### src/rtl/ibuf_offset_cal.sv
// ibuf_offset_cal: offset-trim calibration sequencer for one differential input
// buffer. It sweeps the sign-magnitude trim code from -7 to +7 and
// majority-samples the synchronized buffer output at each code. The first code
// whose majority reads high becomes the calibrated code.
// Optional build macro IBUF_CAL_REFINE_EN: on a trip, pick whichever of the
// tripping code and its predecessor sampled closest to a 50% ones ratio.
module ibuf_offset_cal #(
  parameter int unsigned SETTLE_CYCLES = 8,
  parameter int unsigned SAMPLE_COUNT  = 16
) (
  input  logic       clk,
  input  logic       rst_n,
  input  logic       start,
  input  logic       abort,
  input  logic       o_in,
  output logic [3:0] osc,
  output logic [1:0] osc_en,
  output logic       busy,
  output logic       done,
  output logic [3:0] cal_code,
  output logic       cal_valid,
  output logic       cal_err
);

  localparam int unsigned CNT_MAX = (SETTLE_CYCLES > SAMPLE_COUNT) ? SETTLE_CYCLES : SAMPLE_COUNT;
  localparam int unsigned CW      = $clog2(CNT_MAX + 1);
  localparam logic [CW-1:0] SET_LAST = CW'(SETTLE_CYCLES - 1);
  localparam logic [CW-1:0] SMP_LAST = CW'(SAMPLE_COUNT - 1);

  typedef enum logic [2:0] {
    ST_IDLE,
    ST_SETTLE,
    ST_SAMPLE,
    ST_EVAL,
    ST_DONE
  } state_t;

  state_t             state, state_nx;
  logic [1:0]         sync_q;
  logic [CW-1:0]      cnt;
  logic [7:0]         ones;
  logic signed [3:0]  s;
  logic               active;
  logic               trip;
  logic [3:0]         trip_code;

  // Sign-magnitude trim code for sweep index v; zero maps to positive zero.
  function automatic logic [3:0] code_of(input logic signed [3:0] v);
    logic signed [3:0] m;
    m = -v;
    if (v < 0) return {1'b0, m[2:0]};
    else       return {1'b1, v[2:0]};
  endfunction

`ifdef IBUF_CAL_REFINE_EN
  logic [7:0] prev_ones;

  // Distance of a ones count from the ideal 50% point.
  function automatic logic [7:0] dist_half(input logic [7:0] x);
    logic [7:0] half;
    half = 8'(SAMPLE_COUNT / 2);
    return (x > half) ? (x - half) : (half - x);
  endfunction
`endif

  assign active = (state == ST_SETTLE) || (state == ST_SAMPLE) || (state == ST_EVAL);
  assign trip   = ({1'b0, ones} << 1) > 9'(SAMPLE_COUNT);

  // Result code for a trip; refinement may step back to the previous code.
  always_comb begin
    trip_code = code_of(s);
`ifdef IBUF_CAL_REFINE_EN
    if (dist_half(prev_ones) < dist_half(ones)) trip_code = code_of(s - 4'sd1);
`endif
  end

  // Two-flop synchronizer for the asynchronous buffer output.
  always_ff @(posedge clk or negedge rst_n) begin
    if (!rst_n) sync_q <= '0;
    else        sync_q <= {sync_q[0], o_in};
  end

  // State register.
  always_ff @(posedge clk or negedge rst_n) begin
    if (!rst_n) state <= ST_IDLE;
    else        state <= state_nx;
  end

  // Next-state logic and Moore outputs.
  always_comb begin
    state_nx = state;
    osc      = cal_code;
    osc_en   = 2'b00;
    busy     = 1'b0;
    done     = 1'b0;
    if (active) begin
      osc    = code_of(s);
      osc_en = 2'b11;
      busy   = 1'b1;
    end
    unique case (state)
      ST_IDLE:   if (start) state_nx = ST_SETTLE;
      ST_SETTLE: if (abort) state_nx = ST_IDLE;
                 else if (cnt == SET_LAST) state_nx = ST_SAMPLE;
      ST_SAMPLE: if (abort) state_nx = ST_IDLE;
                 else if (cnt == SMP_LAST) state_nx = ST_EVAL;
      ST_EVAL:   if (abort) state_nx = ST_IDLE;
                 else if (trip || (s == 4'sd7)) state_nx = ST_DONE;
                 else state_nx = ST_SETTLE;
      ST_DONE: begin
        done     = 1'b1;
        state_nx = ST_IDLE;
      end
      default:   state_nx = ST_IDLE;
    endcase
  end

  // Sweep counters, sample accumulation and result latching.
  always_ff @(posedge clk or negedge rst_n) begin
    if (!rst_n) begin
      cnt       <= '0;
      ones      <= '0;
      s         <= '0;
      cal_code  <= 4'b1000;
      cal_valid <= 1'b0;
      cal_err   <= 1'b0;
`ifdef IBUF_CAL_REFINE_EN
      prev_ones <= '0;
`endif
    end else if (active && abort) begin
      // Abort outranks any evaluation result in the same cycle.
      cnt       <= '0;
      ones      <= '0;
      cal_valid <= 1'b0;
      cal_err   <= 1'b1;
    end else begin
      unique case (state)
        ST_IDLE: if (start) begin
          s    <= -4'sd7;
          cnt  <= '0;
          ones <= '0;
        end
        ST_SETTLE: begin
          if (cnt == SET_LAST) begin
            cnt  <= '0;
            ones <= '0;
          end else begin
            cnt <= cnt + 1'b1;
          end
        end
        ST_SAMPLE: begin
          if (sync_q[1] == 1'b1) ones <= ones + 8'd1;
          if (cnt == SMP_LAST) cnt <= '0;
          else                 cnt <= cnt + 1'b1;
        end
        ST_EVAL: begin
          if (trip && (s == -4'sd7)) begin
            cal_code  <= 4'b0111;
            cal_valid <= 1'b0;
            cal_err   <= 1'b1;
          end else if (trip) begin
            cal_code  <= trip_code;
            cal_valid <= 1'b1;
            cal_err   <= 1'b0;
          end else if (s == 4'sd7) begin
            cal_code  <= 4'b1111;
            cal_valid <= 1'b0;
            cal_err   <= 1'b1;
          end else begin
            s <= s + 4'sd1;
`ifdef IBUF_CAL_REFINE_EN
            prev_ones <= ones;
`endif
          end
        end
        default: ;
      endcase
    end
  end

endmodule

### config.mk
export PLATFORM = sky130hd
export DESIGN_NAME = ibuf_offset_cal
export DESIGN_NICKNAME = d
export VERILOG_FILES = /design/src/rtl/ibuf_offset_cal.sv
export SDC_FILE = /design/constraint.sdc
export NUM_CORES = 1
export LEC_CHECK = 0
export CAP_MARGIN = 5
export CORE_ASPECT_RATIO = 0.8
export CORE_MARGIN = 4
export CORE_UTILIZATION = 55
export CTS_BUF_LIST = sky130_fd_sc_hd__clkbuf_4
export DETAILED_ROUTE_END_ITERATION = 16
export GPL_TIMING_DRIVEN = 0
export PLACE_DENSITY = 0.87
export SYNTH_ARGS = -nofsm -noshare
export SYNTH_HDL_FRONTEND = slang
export SYNTH_SLANG_ARGS = --single-unit
### constraint.sdc
create_clock -name clk -period 2.7 [get_ports clk]
set_input_delay 0.405 -clock clk [delete_from_list [all_inputs] [get_ports clk]]
set_output_delay 0.405 -clock clk [all_outputs]
set_load 0.01 [all_outputs]
==> flow_metrics.env <==
export IMPL_wl_per_cell_um=15.2
export IMPL_required_ns=2.30
export IMPL_avgSynthCellArea_sq_um=9.61
export IMPL_stdcell_count=251
export IMPL_ys_types=60
export IMPL_maxCapViolCount=0
export IMPL_setup_tns_ns=0
export IMPL_finalSetupViolCount=0
export IMPL_port_buffers=17
export IMPL_place_hpwl_um=2900
export IMPL_final_common_cell="dfrtp_1"
export IMPL_ys_seq_area_frac=0.387
export IMPL_hold_viol_final=0
export IMPL_start_kind="register"
export IMPL_clock_skew_ns=0.0114
export IMPL_regArea_sq_um=702
export IMPL_worstMarginPinSlew_ns=0.636
export IMPL_cts_made_buffers=3
export IMPL_cpMostUsedCell="buf_4"
export IMPL_path_cells="buf_4 -> o21ba_1 -> buf_4 -> mux2_2 -> clkdlybuf4s50_1"
export IMPL_p_comb_frac=0.421
export IMPL_synth_warnings=0
export IMPL_synth_main_ff_cell="dfrtp_1"
export IMPL_critPathArrivalTime_ns=2.17
export IMPL_via_count=1465
export IMPL_drcViolationCount=0
export IMPL_grt_pass1_vias=1361
export IMPL_synthArstFlopShare=1.00
export IMPL_ios=19
export IMPL_p_sw_mw=0.384
export IMPL_cts_sinks=28
export IMPL_clock_power_share=0.159
export IMPL_grt_overflow=0
export IMPL_synth_seq_cells=28
export IMPL_p_leak_nw=0.935
export IMPL_finalMaxSlewViolations=0
export IMPL_layout_drive_gt1_share=0.142
export IMPL_num_fill_cells=263
export IMPL_drtIter0Drc=86
export IMPL_placed_cells=246
export IMPL_synthToLayoutAreaGrowth_pct=14.0
export IMPL_path_delay_family="buffers and inverters"
export IMPL_path_depth=5
export IMPL_grt_antenna_before_repair=0
export IMPL_tritoncts="done"
export IMPL_die_area_sq_mm=0.00429
export IMPL_nNetsFinal=225
export IMPL_syn_area_sq_mm=0.00182
export IMPL_via_per_inst=5.84
export IMPL_p_seq_frac=0.420
export IMPL_final_min_clock_period_ns=2.58
export IMPL_routed_wl_um=3820
export IMPL_die_w_um=72.2
export IMPL_ant_nets=0
export IMPL_grt_pass1_wl_um=6490
export IMPL_crit_path_end_kind="output pin"
export IMPL_crit_type="reg -> out"
export IMPL_synth_nets=202
export IMPL_cpPeakStageDelay_ns=0.48
export IMPL_rsz0062_at_grt="false"
export IMPL_start_util=0.580
export IMPL_fin_area_sq_mm=0.00207
export IMPL_grt_max_degree=29
export IMPL_h_tree_depth=1
export IMPL_finalCritPeriodShare=0.954
export IMPL_core_area_sq_mm=0.00313
export IMPL_multi_input_area_sq_um=960
export IMPL_insertion_delay_ns=0.34
export IMPL_rrSetupSlack_ns=0.65
export IMPL_placed_area_sq_mm=0.00204
export IMPL_syn_inst=189
export IMPL_clockRootBuffer="clkbuf_4"
export IMPL_cts_hold_buf=0
export IMPL_grt_usage=0.194
export IMPL_switching_share=0.346
export IMPL_r2r_end="cnt[3]"
export IMPL_cts_buffer_depth=2
export IMPL_status="finished clean"
export IMPL_setup_worst_path_start="state[0]"
export IMPL_layout_common_cells="dfrtp_1 (27), inv_1 (16), clkdlybuf4s50_1 (16)"
export IMPL_antennaDiodeCount=0
export IMPL_fmax_mhz=388
export IMPL_endpoint="osc[3]"
export IMPL_reg2reg_from="cnt[0]"
export IMPL_synth_edff_count=0
export IMPL_first_pass_iters=4
export IMPL_power_density_mw_per_mm2=535
export IMPL_peakVddDrop_uv=372
export IMPL_crit_buf_inv=3
export IMPL_clkTransAtPathRegs_ns=0.15
export IMPL_dieHeight_um=59.4
export IMPL_hold_class="in -> async"
export IMPL_cpMaxStageDelayCell="clkdlybuf4s50_1"
export IMPL_relSlewSlack=0.576
export IMPL_num_rows=18
export IMPL_path_max_fanout=12
export IMPL_r2r_cells=7
export IMPL_internal_power_mw=0.724
export IMPL_whs_ns=0.0628
export IMPL_gp_congestion=0.854
-- how the worst min path moves through the flow --
stage	endpoint	slack (ns)	depth (start not counted)
2_1_floorplan	cal_code[0]	0.11	0
3_3_place_gp	sync_q[1]	0.33	0
3_5_place_dp	sync_q[1]	0.35	0
4_1_cts	sync_q[1]	0.39	0
5_1_grt	ones[5]	0.08	1
6_report	cal_valid	0.06	1
-- sequential cells by signal, summed over array words and instances (netlist names) --
name and count:
cal_err 1, cal_valid 1, state 3, cal_code 4, sync_q 2, cnt 5, ones 8, s 4
-- final cells by class --
class | instances | share of cell area
multi-input cells | 132 | 0.464
flip-flops and latches | 28 | 0.339
repair buffers | 18 | 0.0834
plain buffers | 13 | 0.0478
inverters | 16 | 0.0290
well taps | 40 | 0.0242
clock buffers | 3 | 0.0109
clock inverters | 1 | 0.00181
-- cell usage after synthesis, types with 4 or more instances --
cell type / instances / area [sq um]
dfrtp_1: 27 / 676
inv_1: 16 / 60.1
nand2_1: 11 / 41.3
nand3_1: 11 / 55.1
a21oi_1: 9 / 45.0
o21ai_0: 9 / 45.0
ha_1: 8 / 100
nor2_1: 8 / 30.0
buf_2: 5 / 25.0
o21ai_1: 5 / 25.0
a211oi_1: 4 / 30.0
a31oi_1: 4 / 25.0
buf_6: 4 / 45.0
nand3b_1: 4 / 30.0
-- power groups by stage --
stage / Clock (mW) / Combinational, mW / Sequential, mW
finish: 0.176 / 0.467 / 0.465
global route: 0.203 / 0.516 / 0.467
CTS: 0.183 / 0.456 / 0.465
detailed placement: 0 / 0.448 / 0.473
global placement: 0 / 0.440 / 0.472
floorplan: 0 / 0.289 / 0.470
-- repair_timing --
action | 4_1_cts | 5_1_grt
endpoints found under the setup margin | 1 | 2
hold endpoints to repair | 0 | 0
gates resized for setup | 1 | 2
setup buffers | 0 | 1
-- layer usage --
| metal | up-vias | part of all wire | wire, um | GRT usage |
|---|---|---|---|---|
| li1 | 737 | - | - | - |
| met1 | 705 | 0.49 | 1890 | 0.285 |
| met4 | 0 | 0.0058 | 22 | 0.0375 |
| met3 | 5 | 0.035 | 132 | 0.0441 |
| met2 | 18 | 0.46 | 1770 | 0.296 |
| met5 | - | 0 | 0 | 0 |
-- cell families after synthesis --
kind of cell	share of synthesized area
flip-flops	0.387
AO/OA/AOI/OAI	0.214
AND/OR/NAND/NOR	0.225
XOR/XNOR	0.00483
adder cells (fa/ha/maj)	0.0551
multiplexers	0.0296
buffers and inverters	0.0848
-- through the flow --
stage,total power [mW],setup WS (ns),util
floorplan,0.759,0.810,-
global placement,0.912,0.399,0.650
detailed placement,0.921,0.380,0.650
CTS,1.10,0.0512,0.659
global route,1.19,0.0223,0.661
finish,1.11,0.123,0.661
Power figures use the tool's default switching activity.
